File: config.mk
export PLATFORM = sky130hd
export DESIGN_NAME = hazard_scoreboard_flat
export DESIGN_NICKNAME = d
export VERILOG_FILES = /design/src/rtl/hazard_scoreboard_pkg.sv /design/src/rtl/hazard_scoreboard_if.sv /design/src/rtl/hazard_scoreboard_sb_match.sv /design/src/rtl/hazard_scoreboard.sv /design/src/flat_wrapper.sv
export SDC_FILE = /design/constraint.sdc
export NUM_CORES = 1
export LEC_CHECK = 0
export ABC_AREA = 0
export CELL_PAD_IN_SITES_DETAIL_PLACEMENT = 1
export CELL_PAD_IN_SITES_GLOBAL_PLACEMENT = 1
export CORE_MARGIN = 8
export CORE_UTILIZATION = 25
export DETAILED_ROUTE_END_ITERATION = 10
export PLACE_DENSITY = 0.53
export SYNTH_ARGS = -nofsm -noshare
export SYNTH_HDL_FRONTEND = slang
export SYNTH_HIERARCHICAL = 1
export SYNTH_SLANG_ARGS = --single-unit
File: constraint.sdc
create_clock -name clk -period 4.55 [get_ports clk]
set_clock_uncertainty 0.05 [all_clocks]
set_input_delay 0.91 -clock clk [delete_from_list [all_inputs] [get_ports clk]]
set_output_delay 0.91 -clock clk [all_outputs]
set_load 0.01 [all_outputs]
File: src/rtl/hazard_scoreboard_pkg.sv
`default_nettype none
// ============================================================================
// Module   : hazard_scoreboard_pkg
// Purpose  : Shared constants and helpers for the RAW-hazard scoreboard:
//            forward-select encoding and select-width computation.
// Ports    : none (package)
// Revision : 1.0 - initial release
// ============================================================================
package hazard_scoreboard_pkg;

  // Forward-select code meaning "take the operand from the register file".
  // A nonzero code k selects the result held in slot k-1.
  localparam int FWD_RF = 0;

  // Slot index constants for the default 3-deep in-order pipe.
  localparam int SLOT_EX  = 0;
  localparam int SLOT_MEM = 1;
  localparam int SLOT_WB  = 2;

  // Width needed to encode FWD_RF plus one code per tracked slot.
  function automatic int sel_width(input int nslot);
    return $clog2(nslot + 1);
  endfunction

endpackage : hazard_scoreboard_pkg
`default_nettype wire

File: src/rtl/hazard_scoreboard_if.sv
`default_nettype none
// ============================================================================
// Module   : hazard_scoreboard_if
// Purpose  : Bundles the ID-stage issue/source-operand signals and the
//            scoreboard's stall/forward/debug outputs.
// Modports : master - ID stage / pipeline control (drives issue, sources, flush)
//            slave  - scoreboard (drives stall, fwd_sel, slot_valid, stall_cnt)
// Revision : 1.0 - initial release
// ============================================================================
interface hazard_scoreboard_if
  import hazard_scoreboard_pkg::*;
#(
  parameter int NREG  = 32,
  parameter int NSLOT = 3,
  parameter int NRD   = 2,
  parameter int CNTW  = 16
) ();

  localparam int AW = $clog2(NREG);
  localparam int SW = sel_width(NSLOT);

  logic                iss_valid;
  logic                iss_regwrite;
  logic                iss_is_load;
  logic [AW-1:0]       iss_wreg;
  logic [NRD*AW-1:0]   src_reg;
  logic [NRD-1:0]      src_used;
  logic                flush;

  logic                stall;
  logic [NRD*SW-1:0]   fwd_sel;
  logic [NSLOT-1:0]    slot_valid;
  logic [CNTW-1:0]     stall_cnt;

  modport master (
    output iss_valid, iss_regwrite, iss_is_load, iss_wreg, src_reg, src_used, flush,
    input  stall, fwd_sel, slot_valid, stall_cnt
  );

  modport slave (
    input  iss_valid, iss_regwrite, iss_is_load, iss_wreg, src_reg, src_used, flush,
    output stall, fwd_sel, slot_valid, stall_cnt
  );

endinterface : hazard_scoreboard_if
`default_nettype wire

File: src/rtl/hazard_scoreboard_sb_match.sv
`default_nettype none
// ============================================================================
// Module   : sb_match
// Purpose  : Per-read-port matcher. Finds the youngest valid in-flight slot
//            writing the requested source register and reports its forward
//            code, plus a load-use hazard when that data is not ready yet.
// Ports    : i_slot_valid/i_slot_wreg/i_slot_load - packed slot state
//            i_src_reg/i_src_used                   - this port's operand
//            o_fwd_sel                              - 0=RF, k+1=slot k
//            o_hazard                               - load-use on this port
// Revision : 1.0 - initial release
// ============================================================================
module sb_match
  import hazard_scoreboard_pkg::*;
#(
  parameter int NSLOT    = 3,
  parameter int AW       = 5,
  parameter int SW       = 2,
  parameter int LOAD_RDY = 1
) (
  input  wire logic [NSLOT-1:0]    i_slot_valid,
  input  wire logic [NSLOT*AW-1:0] i_slot_wreg,
  input  wire logic [NSLOT-1:0]    i_slot_load,
  input  wire logic [AW-1:0]       i_src_reg,
  input  wire logic                i_src_used,
  output logic      [SW-1:0]       o_fwd_sel,
  output logic                     o_hazard
);

  // Scan oldest to youngest so the youngest match is the last one written.
  always_comb begin
    o_fwd_sel = SW'(FWD_RF);
    o_hazard  = 1'b0;
    for (int k = NSLOT - 1; k >= 0; k--) begin
      if (i_slot_valid[k] && i_src_used && (i_src_reg != '0) &&
          (i_slot_wreg[k*AW +: AW] == i_src_reg)) begin
        o_fwd_sel = SW'(k + 1);
        o_hazard  = (k < LOAD_RDY) && i_slot_load[k];
      end
    end
  end

endmodule : sb_match
`default_nettype wire

File: src/rtl/hazard_scoreboard.sv
`default_nettype none
// ============================================================================
// Module   : hazard_scoreboard
// Purpose  : RAW-hazard scoreboard for an in-order pipeline. Tracks in-flight
//            destination registers from EX to WB, selects forwarding sources
//            for each ID source operand, raises load-use stalls, applies
//            branch/jump flush and counts stall cycles (saturating).
// Ports    : clk  - rising-edge clock
//            rst  - asynchronous active-high reset
//            bus  - hazard_scoreboard_if.slave (issue, sources, flush in;
//                   stall, fwd_sel, slot_valid, stall_cnt out)
// Revision : 1.0 - initial release
// ============================================================================
module hazard_scoreboard
  import hazard_scoreboard_pkg::*;
#(
  parameter int NREG        = 32,
  parameter int NSLOT       = 3,
  parameter int NRD         = 2,
  parameter int LOAD_RDY    = 1,
  parameter int FLUSH_SLOTS = 1,
  parameter int CNTW        = 16
) (
  input wire logic            clk,
  input wire logic            rst,
  hazard_scoreboard_if.slave  bus
);

  localparam int AW = $clog2(NREG);
  localparam int SW = sel_width(NSLOT);

  // Slot 0 = EX (youngest) ... slot NSLOT-1 = WB (oldest).
  logic [NSLOT-1:0]    r_slot_valid;
  logic [NSLOT*AW-1:0] r_slot_wreg;
  logic [NSLOT-1:0]    r_slot_load;
  logic [CNTW-1:0]     r_stall_cnt;

  logic [NRD*SW-1:0]   w_fwd_sel;
  logic [NRD-1:0]      w_hazard;
  logic                w_stall;
  logic                w_issue_valid;
  logic [NSLOT-1:0]    w_next_valid;

  for (genvar p = 0; p < NRD; p++) begin : g_port
    sb_match #(
      .NSLOT    (NSLOT),
      .AW       (AW),
      .SW       (SW),
      .LOAD_RDY (LOAD_RDY)
    ) u_match (
      .i_slot_valid (r_slot_valid),
      .i_slot_wreg  (r_slot_wreg),
      .i_slot_load  (r_slot_load),
      .i_src_reg    (bus.src_reg[p*AW +: AW]),
      .i_src_used   (bus.src_used[p]),
      .o_fwd_sel    (w_fwd_sel[p*SW +: SW]),
      .o_hazard     (w_hazard[p])
    );
  end : g_port

  // Flush wins over stall: a killed issue never holds the front end.
  assign w_stall = bus.iss_valid & ~bus.flush & (|w_hazard);

  // Register 0 writes are never tracked, so they can never cause a hazard.
  assign w_issue_valid = bus.iss_valid & bus.iss_regwrite & ~w_stall & ~bus.flush &
                         (bus.iss_wreg != '0);

  // Shifted valid vector with the youngest FLUSH_SLOTS entries killed on flush.
  always_comb begin
    w_next_valid = {r_slot_valid[NSLOT-2:0], w_issue_valid};
    for (int i = 0; i < NSLOT; i++) begin
      if (bus.flush && (i < FLUSH_SLOTS)) begin
        w_next_valid[i] = 1'b0;
      end
    end
  end

  always_ff @(posedge clk or posedge rst) begin
    if (rst) begin
      r_slot_valid <= '0;
      r_slot_wreg  <= '0;
      r_slot_load  <= '0;
      r_stall_cnt  <= '0;
    end else begin
      r_slot_valid <= w_next_valid;
      r_slot_wreg  <= {r_slot_wreg[(NSLOT-1)*AW-1:0], bus.iss_wreg};
      r_slot_load  <= {r_slot_load[NSLOT-2:0], bus.iss_is_load};
      if (w_stall && (r_stall_cnt != '1)) begin
        r_stall_cnt <= r_stall_cnt + 1'b1;
      end
    end
  end

  assign bus.stall      = w_stall;
  assign bus.fwd_sel    = w_fwd_sel;
  assign bus.slot_valid = r_slot_valid;
  assign bus.stall_cnt  = r_stall_cnt;

endmodule : hazard_scoreboard
`default_nettype wire
File: src/flat_wrapper.sv
// flat-port wrapper written by rule: the top's interface ports become plain ports
module hazard_scoreboard_flat import hazard_scoreboard_pkg::*;
#(
  parameter int NREG        = 32,
  parameter int NSLOT       = 3,
  parameter int NRD         = 2,
  parameter int LOAD_RDY    = 1,
  parameter int FLUSH_SLOTS = 1,
  parameter int CNTW        = 16
)
  (clk, rst, bus_iss_valid, bus_iss_regwrite, bus_iss_is_load, bus_iss_wreg, bus_src_reg, bus_src_used, bus_flush, bus_stall, bus_fwd_sel, bus_slot_valid, bus_stall_cnt);
  hazard_scoreboard_if #(.NREG(NREG), .NSLOT(NSLOT), .NRD(NRD), .CNTW(CNTW)) bus_i ();
  input wire logic clk;
  input wire logic rst;
  input wire logic [$bits(bus_i.iss_valid)-1:0] bus_iss_valid;
  input wire logic [$bits(bus_i.iss_regwrite)-1:0] bus_iss_regwrite;
  input wire logic [$bits(bus_i.iss_is_load)-1:0] bus_iss_is_load;
  input wire logic [$bits(bus_i.iss_wreg)-1:0] bus_iss_wreg;
  input wire logic [$bits(bus_i.src_reg)-1:0] bus_src_reg;
  input wire logic [$bits(bus_i.src_used)-1:0] bus_src_used;
  input wire logic [$bits(bus_i.flush)-1:0] bus_flush;
  output wire logic [$bits(bus_i.stall)-1:0] bus_stall;
  output wire logic [$bits(bus_i.fwd_sel)-1:0] bus_fwd_sel;
  output wire logic [$bits(bus_i.slot_valid)-1:0] bus_slot_valid;
  output wire logic [$bits(bus_i.stall_cnt)-1:0] bus_stall_cnt;
  assign bus_i.iss_valid = bus_iss_valid;
  assign bus_i.iss_regwrite = bus_iss_regwrite;
  assign bus_i.iss_is_load = bus_iss_is_load;
  assign bus_i.iss_wreg = bus_iss_wreg;
  assign bus_i.src_reg = bus_src_reg;
  assign bus_i.src_used = bus_src_used;
  assign bus_i.flush = bus_flush;
  assign bus_stall = bus_i.stall;
  assign bus_fwd_sel = bus_i.fwd_sel;
  assign bus_slot_valid = bus_i.slot_valid;
  assign bus_stall_cnt = bus_i.stall_cnt;
  hazard_scoreboard #(.NREG(NREG), .NSLOT(NSLOT), .NRD(NRD), .LOAD_RDY(LOAD_RDY), .FLUSH_SLOTS(FLUSH_SLOTS), .CNTW(CNTW)) u_core (.clk(clk), .rst(rst), .bus(bus_i));
endmodule
Word level (Yosys, flattened, before mapping)
Cells that the tools add are included.
{"block": "classes", "addsub": 1, "n_reduce_logical": 23, "muxes": 9, "bitwise_logic": 8, "n_eq_ne": 7}
{"cell": "$eq A5 B5 Y1", "count": 6}
{"cell": "$logic_and A1 B1 Y1", "count": 19}
{"cell": "$add A16 B1 Y16 const B", "count": 1}
{"cell": "$ne A16 B16 Y1 const B", "count": 1}
{"cell": "$reduce_bool A5 Y1", "count": 3}
{"cell": "$mux W2", "count": 6}
{"cell": "$and A1 B1 Y1", "count": 6}
{"cell": "$mux W1", "count": 3}
{"cell": "$not A1 Y1", "count": 2}
{"cell": "$reduce_or A2 Y1", "count": 1}
{"block": "totals", "word_cells": 52, "in_bits": 23, "out_inout_bits": 24, "ff_bits": 35}

Depth between registers and ports, before layout
{"block": "depth", "depth_word": 11, "ltp_mapped": 8, "mapped_depth_nobuf": 8}

Cells and area by module
The synthesis kept the hierarchy.
{"mod": "hazard_scoreboard", "cells_per_inst": 101, "area_per_inst_um2": 1422.6, "seq_area_each_um2": 925.9, "n_inst": 1}
{"mod": "sb_match", "cells_per_inst": 29, "area_per_inst_um2": 225.2, "seq_area_each_um2": 0.0, "n_inst": 2}

Least setup slack after synthesis
No wires, ideal clock.
{"block": "synth_path", "kind": "input to output", "startpoint": "input port bus_src_reg[6]", "endpoint": "output port bus_stall", "arrival_time_ns": 2.296, "slack_ns": 1.294, "stages": 6, "n_path_buf": 0, "t_required_ns": 3.590, "path_cell_list": "or4_4 -> o21ai_2 -> nor3_1 -> and2_1 -> o21ai_1 -> inv_1"}
{"block": "synth_between", "elab_chain_len": 6, "elab_cells_between_ends": 7, "cone_classes": "eq/ne: 1; mux: 1; bitwise: 1; reduce/logical: 4"}
{"item": "start: declaration", "line_no": "flat_wrapper.sv:19", "source": "input wire logic [$bits(bus_i.src_reg)-1:0] bus_src_reg;"}
{"item": "$reduce_bool A5 Y1", "line_no": "hazard_scoreboard_sb_match.sv:35", "source": "if (i_slot_valid[k] && i_src_used && (i_src_reg != '0) &&"}
{"item": "$logic_and A1 B1 Y1", "line_no": "hazard_scoreboard_sb_match.sv:35"}
{"item": "$logic_and A1 B1 Y1 (*)", "line_no": "hazard_scoreboard_sb_match.sv:35"}
{"item": "$mux W1 (*)", "line_no": "hazard_scoreboard_sb_match.sv:35"}
{"item": "named net u_core.w_hazard[1]", "line_no": "hazard_scoreboard.sv:39", "source": "logic [NRD-1:0] w_hazard;"}
{"item": "$reduce_or A2 Y1 (*)", "line_no": "hazard_scoreboard.sv:62", "source": "assign w_stall = bus.iss_valid & ~bus.flush & (|w_hazard);"}
{"item": "$and A1 B1 Y1 (*)", "line_no": "hazard_scoreboard.sv:62"}
{"item": "end: declaration", "line_no": "flat_wrapper.sv:22", "source": "output wire logic [$bits(bus_i.stall)-1:0] bus_stall;"}
Mark *: on every way through the listed nets, which the timed path passes. The rest lies on a longest branch.

Worst setup path after layout
Same ends and word-level chain as after synthesis.

==> summary.md <==
| Metric | Value |
|---|---|
| Gr busiest metal | met2 |
| Std cell rows | 31 |
| Status | finished clean |
| Overflow after GRT | 0 |
| Worst vdd ir | approximately 0.088 mV |
| Setup TNS | 0 ns |
| Post-Route Utilization | roughly a third |
| CTS Hold Bufs | 0 |
| Worst-path clk slew | around 0.070 ns |
| Critical path class | in -> out |
| Seq. cell area | slightly below 900 µm² |
| Placeable Area | roughly 7000 µm² |
| Detailed Routing Iterations Pass 1 | 4 |
| Synth Instances | 157 |
| GRT Total Usage | between 10 and 15% |
| Hold crit path type | reg -> reg |
| Final Setup Violations | 0 |
| Met3 GRT Util | 3.643% |
| Slew headroom | approximately 70% |
| Fillers | 796 |
| Critical Path RT | 3.59 ns |
| Maximum clock rate | around 240 MHz |
| Synth warnings | 6 |
| I/O pin cnt | between 40 and 50 |
| Setup Fix Bufs, Post-CTS | 0 |
| Cell Pwr Density | about 270 nW/µm² |
| Max cap viols | 0 |
| Critical Path AT | 3.25 ns |
| Vias in the first global route | between 1500 and 2000 |
| Fin crit share | between 90% and 100% |
| Initial Util | about a quarter |
| Leak Pwr | 1.046 nW |
| Largest net degree at the start of global routing | 36 |
| RSZ-0062 raised after global routing | false |
| Critical Path Fanout Max | 4 |
| Clock sink count | 35 |
| DP HPWL | just over 4000 µm |
| Slew @ Worst Pin | approximately 0.48 ns |
| Syn Std Cell Area | 1823 µm² |
| DR iter-0 viols | 10 |
| Port-buffer cells | 46 |
| Synth-to-Final Area Change | 38.50% |
| First-pass GRT wire length | between 8000 and 9000 µm |
| CP endpoint kind | output port |
| RD Place Congestion | about 0.86 |
| # resized after CTS | 0 |
| Final-stage net count | 234 |
| Vias per Instance | ~4.5 |
| Via count | approximately 1400 |
| Startpoint types | input pin |
| Syn Area/Cell | between 10 and 15 µm² |
| DRC errors left | 0 |
| Die Ht | just over 100 µm |
| Antenna-violating nets left | 0 |
| Worst-Skew Late Latency | a little under 0.3 ns |
| Non-Filler Instances | 310 |
| WL final | roughly 5300 µm |
| CTS tree | built |
| H-tree levels | 2 |
| Clock root cell | clkbuf_8 |
| Post-synthesis net count | around 180 |
| Initial antenna violation count | 0 |
| Fin. Hold Viols | 0 |
| Inst Count DP | around 300 |
| Max Buffers Root-to-Sink | 2 |
| Tmin final | 4.215 ns |
| Met2 Resource Use GR | a little under a fifth |
| Diode count | 0 |
| Multi-input gate area | just over 900 µm² |
| CTS Buf Count | 5 |
| Slew Viols, Final | 0 |
| Die X | between 100 and 150 µm |
| GR Util met1 | 12.99% |
| Layout cells sized above 1 | a little over an eighth |
| Die area | just over 10000 µm² |
| Wire per inst | between 15 and 20 µm |
-- metal layers --
metal | routed length [µm] | vias up
li1 | - | 665
met1 | 2336 | 703
met2 | 2567 | 37
met3 | 337 | 5
met4 | 58 | 0
met5 | 0 | -
-- worst max-delay path: stages --
cell and delay [ns]:
clkdlybuf4s50_1 0.53, or4_4 0.59, o21ai_2 0.14, nor3_1 0.10, and2_1 0.18, o21ai_1 0.22
inv_1 0.10, clkdlybuf4s50_1 0.49
-- flip-flops by register name, indices dropped and copies added, names as in the netlist --
signal,cells
u_core/bus.stall_cnt,16
u_core/r_slot_wreg,15
u_core/bus.slot_valid,3
u_core/r_slot_load,1
-- stage by stage --
| stage | instance area, µm² | power, mW | hold WS [ns] | setup WS [ns] |
|---|---|---|---|---|
| floorplan | 1823 | 0.3667 | 0.3448 | 1.294 |
| global placement | 2407 | 0.4083 | 0.3745 | 0.3689 |
| detailed placement | 2407 | 0.4087 | 0.3795 | 0.3338 |
| CTS | 2525 | 0.7083 | 0.3977 | 0.3189 |
| global route | 2525 | 0.7249 | 0.4092 | 0.2336 |
| finish | 2525 | 0.6936 | 0.3873 | 0.3353 |
-- power breakdown --
group	leakage [nW]	internal [mW]	switching (mW)
Sequential	0.445	0.320	0.00951
Clock	0.0612	0.177	0.115
Combinational	0.540	0.0388	0.0337
-- placed cells by master, fill, tap and decap left out, types with 4 or more instances in the layout --
cell and count:
clkdlybuf4s50_1 46, dfrtp_1 35, xor2_1 22, xnor2_1 20, nor3_1 8, nand2_1 8
clkbuf_8 6, nand3_1 6, nor4_1 6, nor4_2 5, nand4_2 4, a21oi_1 4
-- path summary, 6_finish.rpt --
path | slack, ns | endpoint | start | cells after the start
worst max-delay path | 0.34 | bus_stall | bus_src_reg[6] | 8
worst min-delay path | 0.39 | u_core/r_slot_wreg[12] | u_core/r_slot_wreg[7] | 0
worst max register to register | 2.09 | u_core/bus.stall_cnt[15] | u_core/r_slot_wreg[4] | 8
worst min register to register | 0.39 | u_core/r_slot_wreg[12] | u_core/r_slot_wreg[7] | 0
max in group asynchronous | 3.15 | u_core/r_slot_wreg[11] | rst | 3
min in group asynchronous | 0.97 | u_core/bus.stall_cnt[1] | rst | 3
-- area by class of cell --
| class | count | area share, % |
|---|---|---|
| clock buffers | 6 | 3.271 |
| well taps | 99 | 4.906 |
| clock inverters | 2 | 1.388 |
| repair buffers | 48 | 18.83 |
| inverters | 3 | 0.4460 |
| multi-input cells | 117 | 36.47 |
| flip-flops and latches | 35 | 34.69 |
Note: power is estimated with default switching activity, not from simulation.
